### src/rtl/led_pattern_gen.sv
// rtl/led_pattern_gen.sv - multi-channel LED driver with OFF/ON(PWM)/BLINK/BREATHE modes
// A shared prescaler tick paces per-channel step dividers; a shared free-running counter drives PWM.
module led_pattern_gen #(
  parameter int CLK_HZ   = 50000000,
  parameter int TICK_HZ  = 1000,
  parameter int NUM_LEDS = 2,
  parameter int PWM_BITS = 8,
  parameter int HP_BITS  = 16
) (
  input  logic                         clk,
  input  logic                         rst_n,
  input  logic                         en,
  input  logic [2*NUM_LEDS-1:0]        mode,
  input  logic [HP_BITS*NUM_LEDS-1:0]  half_period,
  input  logic [PWM_BITS*NUM_LEDS-1:0] duty,
  output logic [NUM_LEDS-1:0]          led,
  output logic                         tick
);

  localparam int DIV        = CLK_HZ / TICK_HZ;
  localparam int PRESC_BITS = (DIV > 2) ? $clog2(DIV) : 1;
  localparam logic [PRESC_BITS-1:0] PRESC_LAST = PRESC_BITS'(DIV - 1);
  localparam logic [PWM_BITS-1:0]   PWM_MAX    = '1;

  localparam logic [1:0] MODE_OFF     = 2'd0;
  localparam logic [1:0] MODE_ON      = 2'd1;
  localparam logic [1:0] MODE_BLINK   = 2'd2;
  localparam logic [1:0] MODE_BREATHE = 2'd3;

  if (DIV < 2) begin : g_div_check
    $error("led_pattern_gen: CLK_HZ/TICK_HZ must be at least 2");
  end

  logic [PRESC_BITS-1:0] presc;
  logic [PWM_BITS-1:0]   pwm_cnt;
  logic                  tick_now;

  // Channels advance on the same edge that raises the registered tick, so a tick is never lost to en.
  assign tick_now = en && (presc == PRESC_LAST);

  always_ff @(posedge clk or negedge rst_n) begin
    if (!rst_n) begin
      presc   <= '0;
      pwm_cnt <= '0;
      tick    <= 1'b0;
    end else if (en) begin
      presc   <= (presc == PRESC_LAST) ? '0 : presc + PRESC_BITS'(1);
      pwm_cnt <= pwm_cnt + PWM_BITS'(1);
      tick    <= (presc == PRESC_LAST);
    end else begin
      tick    <= 1'b0;
    end
  end

  for (genvar i = 0; i < NUM_LEDS; i++) begin : g_ch
    logic [1:0]          ch_mode;
    logic [1:0]          prev_mode;
    logic [HP_BITS-1:0]  hp;
    logic [HP_BITS-1:0]  hp_last;
    logic [HP_BITS-1:0]  cnt;
    logic [PWM_BITS-1:0] ch_duty;
    logic [PWM_BITS-1:0] level;
    logic                phase;
    logic                dir_down;
    logic                led_q;
    logic                step;

    assign ch_mode = mode[2*i +: 2];
    assign hp      = half_period[HP_BITS*i +: HP_BITS];
    assign ch_duty = duty[PWM_BITS*i +: PWM_BITS];
    // half_period of 0 behaves as 1; >= lets a shrunken period fire on the next tick.
    assign hp_last = (hp == '0) ? '0 : hp - HP_BITS'(1);
    assign step    = cnt >= hp_last;

    always_ff @(posedge clk or negedge rst_n) begin
      if (!rst_n) begin
        prev_mode <= MODE_OFF;
        cnt       <= '0;
        phase     <= 1'b0;
        level     <= '0;
        dir_down  <= 1'b0;
        led_q     <= 1'b0;
      end else if (en) begin
        if (ch_mode != prev_mode) begin
          prev_mode <= ch_mode;
          cnt       <= '0;
          phase     <= 1'b0;
          level     <= '0;
          dir_down  <= 1'b0;
        end else if (tick_now && (prev_mode == MODE_BLINK || prev_mode == MODE_BREATHE)) begin
          cnt <= step ? '0 : cnt + HP_BITS'(1);
          if (step) begin
            if (prev_mode == MODE_BLINK) begin
              phase <= ~phase;
            end else if (!dir_down) begin
              level <= level + PWM_BITS'(1);
              if (level == PWM_MAX - PWM_BITS'(1)) dir_down <= 1'b1;
            end else begin
              level <= level - PWM_BITS'(1);
              if (level == PWM_BITS'(1)) dir_down <= 1'b0;
            end
          end
        end

        case (prev_mode)
          MODE_OFF:     led_q <= 1'b0;
          MODE_ON:      led_q <= pwm_cnt < ch_duty;
          MODE_BLINK:   led_q <= phase;
          MODE_BREATHE: led_q <= pwm_cnt < level;
          default:      led_q <= 1'b0;
        endcase
      end
    end

    assign led[i] = led_q;
  end

endmodule
### config.mk
export PLATFORM = sky130hd
export DESIGN_NAME = led_pattern_gen
export DESIGN_NICKNAME = d
export VERILOG_FILES = /design/src/rtl/led_pattern_gen.sv
export SDC_FILE = /design/constraint.sdc
export NUM_CORES = 1
export LEC_CHECK = 0
export CAP_MARGIN = 20
export CORE_ASPECT_RATIO = 1.4
export CORE_MARGIN = 4
export CORE_UTILIZATION = 59
export CTS_CLUSTER_DIAMETER = 40
export DETAILED_ROUTE_END_ITERATION = 8
export HOLD_SLACK_MARGIN = 0.03
export PLACE_DENSITY = 0.81
export SYNTH_ARGS = -nofsm -noshare
export SYNTH_HDL_FRONTEND = slang
export SYNTH_SLANG_ARGS = --single-unit
export TNS_END_PERCENT = 5
### constraint.sdc
create_clock -name clk -period 3.15 [get_ports clk]
set_clock_uncertainty 0.2 [all_clocks]
set_input_delay 0.63 -clock clk [delete_from_list [all_inputs] [get_ports clk]]
set_output_delay 0.63 -clock clk [all_outputs]
set_load 0.01 [all_outputs]
After elaboration in Yosys (flattened, before gate mapping)
Index checks and enable logic that the tools add are counted.

ROM bits: 0. Bits in latches: 0. Memories kept: 0. Register bits after elaboration: 83. Logic and storage cells: 115. Memory bits (writable): 0. Input bits: 55.

Multiply operators: 0. Equality and inequality tests: 15. Shift operators: 0. Multiplexer cells: 44. Bitwise logic cells: 2. Reduce and logical (&&, ||, !) cells: 23. Add/subtract/negate cells: 10. Magnitude comparators: 6. Div/mod/pow operators: 0.

Operators with widths (number): 16-bit 2-to-1 mux (9); 8-bit 2-to-1 mux (10); 16-bit by 1-bit adder with 16-bit output, second input constant (3); 16-bit greater-or-equal comparator (2); 16-bit zero test (2); 8-bit < comparator (4); 16-bit by 1-bit subtractor with 16-bit output, second input constant (2); 8-bit by 1-bit adder with 8-bit output, second input constant (3); 1-bit 2-to-1 mux (23); 16-bit equality test, second input constant (1); 8-bit by 1-bit equality test with 1-bit output, second input constant (2); 8-bit equality test, second input constant (2); 4-bit AND reduction (4); 8-bit by 1-bit subtractor with 8-bit output, second input constant (2); 2-bit nonzero test (6); 2-bit equality test, second input constant (4); 1-bit one-hot mux with 4 select lines (2); 2-bit AND reduction (4); 2-bit by 1-bit equality test with 1-bit output, second input constant (2); 2-bit zero test (2); 2-bit != test (2); 2-bit != test, second input constant (2); 1-bit logical AND (3); 1-bit logical OR (2); 1-bit NOT (2).

Longest topological paths before layout
Depth after elaboration: 7. Gate-level depth with buffers: 15. Depth with buffers taken out: 15.

Worst setup path before layout
Ideal clock, no wire load.

Kind: input port to flip-flop. Start point: input port half_period[25]. End point: register g_ch[1].level[2]. Library setup time: 0.129 ns. Arrival: 4.569 ns. Buffers on the path: 2. Stages: 15. Required time: 2.821 ns. Setup slack: -1.748 ns. Cell sequence: or4_4 or3_1 or4b_1 or3_1 buf_2 buf_2 nand2_1 ha_1 nand4_1 or4_1 a221o_1 a41oi_2 nand2_1 o21ai_0 o31ai_1.

Longest elaborated chain between the ends: 5.

RTL lines: start: declaration (RTL line 14) `input logic [HP_BITS*NUM_LEDS-1:0] half_period,`; 16-bit by 1-bit subtractor with 16-bit output or 16-bit zero test (tied branches) (RTL line 72) `assign hp_last = (hp == '0) ? '0 : hp - HP_BITS'(1);`; 16-bit 2-to-1 mux (*) (RTL line 72); 16-bit greater-or-equal comparator (*) (RTL line 73) `assign step = cnt >= hp_last;`; 2-bit nonzero test (no line) (*); 4-bit AND reduction (no line) (*); end signal: assignment (RTL line 96) `level <= level + PWM_BITS'(1);`; end signal: assignment (RTL line 99) `level <= level - PWM_BITS'(1);`; end: declaration (RTL line 62) `logic [PWM_BITS-1:0] level;`.

Mark *: on every way between the ends. The rest lies on a longest branch, timed or not. A chain may end at the register's enable or synchronous reset.

Final worst setup path
Start point: input port half_period[24]. End point: register g_ch[1].level[6].

Same word-level chain as after synthesis.

==> run_results.csv <==
group,metric,value,unit
status,status,"finished, violations left",
status,violations,"setup timing",
cts,clock_latency,0.33,ns
worst_hold_path,hold_depth,1,
route,num_vias,6033,
synthesis,synth-simple-area-share,0.234,
floorplanning,initial_core_util,0.610,
sta,rsz0062_at_grt,"true",
placed_design,port_buffers,57,
sta,setup_viol,52,
cts,cts_sinks,83,
layout,fillers,698,
synthesis,synth-compound-area-share,0.141,
layout,final_nets,998,
grt,antenna_found_initial,0,
layout,diodes,0,
critical_path,setup.worst_path.start_class,"input port",
layout,final_area,8200,sq um
sta,whs,0.280,ns
layout,layout_commonest_cell,"nand2_1",
cts,cts_buffers,9,
synthesis,synth_seq_cells,83,
floorplanning,core-area,10500,sq um
layout,area_growth,28.0,%
sta,fin_ws,-1.36,ns
sta,hold_violations,0,
synthesis,async_flop_share,1.00,
route,wl_per_cell,16.1,um
layout,final_util,0.780,
critical_path,worstPathMaxFanout,7,
sta,finalCriticalPeriod,4.51,ns
route,antenna_left,0,
cts,cts_tree,"yes",
synthesis,synthFlopType,"dfrtp_1",
critical_path,path_class,"in -> reg",
critical_path,worstPathArrival,4.56,ns
synthesis,muxShareOfSynthArea,0.0119,
synthesis,ys_types,61,
placed_design,placedCellCount,984,
critical_path,required,3.19,ns
cts,htreeDepth,3,
critical_path,path_cells,"buf_6, or4_4, or3_4, or4b_4, buf_6, nor2_4, xor2_1, nand2_1, ha_1, nand4_1, or4_4, a221o_1, a41oi_4, nand4_4, o31ai_4",
layout,final_cell_count_no_fill,1009,
sta,maxSlewHeadroom,0.612,
synthesis,syn-num-nets,878,
cts,cts.path.max_buffers,2,
route,drt_iter0_markers,393,
critical_path,cp-end-kind,"register",
critical_path,r2r_slack,0.32,ns
floorplanning,rows,44,
cts,clkTransAtPathRegs,0.06,ns
synthesis,synth_area_per_cell,8.58,sq um
grt,grt_pass1_wl,26600,um
sta,slew_violations,0,
placed_design,dpl.hpwl,11800,um
synthesis,yosysWarnings,0,
floorplanning,dieHeight,131,um
synthesis,synthCells,747,
layout,drive_gt1_frac,0.168,
critical_path,crit_family,"simple AND/OR/NAND/NOR gates",
worst_hold_path,hold_path.startpoint,"g_ch[0].phase",
synthesis,synth_edf_count,0,
floorplanning,die_area,12600,sq um
floorplanning,die_width,96.1,um
placed_design,gp_congestion,0.937,
synthesis,synth-adder-area-share,0.148,
critical_path,path_buf_inv,2,
critical_path,r2r_start,"g_ch[1].cnt[8]",
layout,final_cell_mix,"89 x nand2_1, 83 x dfrtp_1, 72 x ha_1",
grt,grt_pass1_vias,6194,
route,dr.pass1.iters,6,
worst_hold_path,whs_endpoint,"g_ch[0].phase",
route,drcViolationCount,0,
grt,track_usage,0.257,
sta,fmax,222,MHz
grt,grt-ovfl-total,0,
layout,multiInputGateArea,4300,sq um
synthesis,synth_xor_area_frac,0.0956,
power,ir_worst_vdd,0.373,mV
sta,worst_slew_pin_slew,0.577,ns
power,cellLeakagePower,3.77,nW
route,avgViaCountPerCell,5.98,
synthesis,syn_area,6410,sq um
grt,grt_max_degree,84,
power,power_density,440,nW/um^2
critical_path,worst_path_largest_cell_delay,0.53,ns
critical_path,worstReg2RegEnd,"g_ch[1].level[6]",
synthesis,synth_top_family_by_area,"simple AND/OR/NAND/NOR gates",
worst_hold_path,hp-class,"reg -> reg",
synthesis,yosysSeqAreaShare,0.324,
sta,finalSetupTns,-50.68,ns
cts,clock-root-buffer,"clkbuf_16",
critical_path,ff2ff_path_depth,7,
placed_design,placed_cell_area,7540,sq um
critical_path,cpMaxStageDelayCell,"or4_4",
sta,finalCritPeriodShare,1.43,
route,routed_wl,16300,um
job,cap_violations,0,
layout,seq_area,2080,sq um
floorplanning,num_io_pins,58,
[worst max path at each step]
stage               startpoint                to  slack (ns)  cells after the start
2_1_floorplan  half_period[25]  g_ch[1].level[6]       -1.55                     15
3_3_place_gp   half_period[25]  g_ch[1].level[6]       -2.02                     14
3_5_place_dp   half_period[25]  g_ch[1].level[1]       -2.20                     13
4_1_cts        half_period[24]  g_ch[1].level[2]       -1.34                     14
5_1_grt        half_period[24]  g_ch[1].level[6]       -1.42                     15
6_report       half_period[24]  g_ch[1].level[6]       -1.36                     15
[flip-flops by register name, summed over array words and instances (netlist names)]
| register | flops |
|---|---|
| g_ch.cnt | 32 |
| g_ch.level | 16 |
| presc | 16 |
| pwm_cnt | 8 |
| g_ch.prev_mode | 4 |
| g_ch.dir_down | 2 |
| g_ch.led_q | 2 |
| g_ch.phase | 2 |
| tick | 1 |
[layer usage]
metal	track usage	vias up	routed length [um]
li1	-	2902	-
met1	0.292	2875	6210
met2	0.458	199	8850
met3	0.0326	57	635
met4	0.127	0	590
met5	0	-	0
[Yosys cell counts, types with 5 or more instances]
cell type	number	area [sq um]
o21ai_0	46	230
o31ai_1	9	67.6
nor2b_1	7	43.8
and4_1	5	43.8
and3_1	13	81.3
o21ai_1	14	70.1
nor3_1	18	90.1
nand2b_1	10	62.6
a21o_1	8	60.1
ha_1	76	951
o22ai_1	5	31.3
a211oi_1	5	37.5
mux2_2	5	56.3
xnor2_1	29	254
inv_1	48	180
nor2_1	58	218
xor2_1	41	359
dfrtp_1	83	2080
nor4_1	6	37.5
nand2_1	96	360
or3_1	9	56.3
nand3_1	29	145
nand4_1	24	150
clkbuf_1	14	52.6
a21oi_1	20	100
[logic make-up (layout without fill, tap and decap cells)]
group	after synthesis	count (layout)
flip-flops	83	83
multiplexers	7	7
buffers and inverters	70	192
AO/OA/AOI/OAI	142	142
adder cells (fa/ha/maj)	76	76
AND/OR/NAND/NOR	299	301
XOR/XNOR	70	70
[timing repair]
item / 4_1_cts / 5_1_grt
hold buffers: 0 / 1
pin swaps: 23 / 14
cloned: 2 / 0
hold endpoints to repair: 0 / 7
endpoints found under the setup margin: 52 / 52
setup buffers: 3 / 3
resized for setup: 51 / 15
[through the flow]
stage	worst slack, ns	total power, mW
floorplan	-1.55	1.98
CTS	-1.34	3.60
finish	-1.36	3.61
global route	-1.42	3.83
global placement	-2.02	2.29
detailed placement	-2.20	2.37
[report_power, final]
group | total (mW) | switching, mW | internal, mW
logic | 1.04 | 0.518 | 0.522
registers | 1.38 | 0.206 | 1.18
clock network | 1.18 | 0.415 | 0.769
total | 3.61 | 1.14 | 2.47
[final cells by class]
| cell class | count | share of cell area |
|---|---|---|
| clock buffer | 10 | 0.0279 |
| clock inverter | 5 | 0.0125 |
| timing repair buffer | 129 | 0.139 |
| sequential | 83 | 0.253 |
| multi-input combinational | 596 | 0.525 |
| inverter | 48 | 0.0220 |
| tap | 138 | 0.0210 |
(Power assumes the default switching activity.)
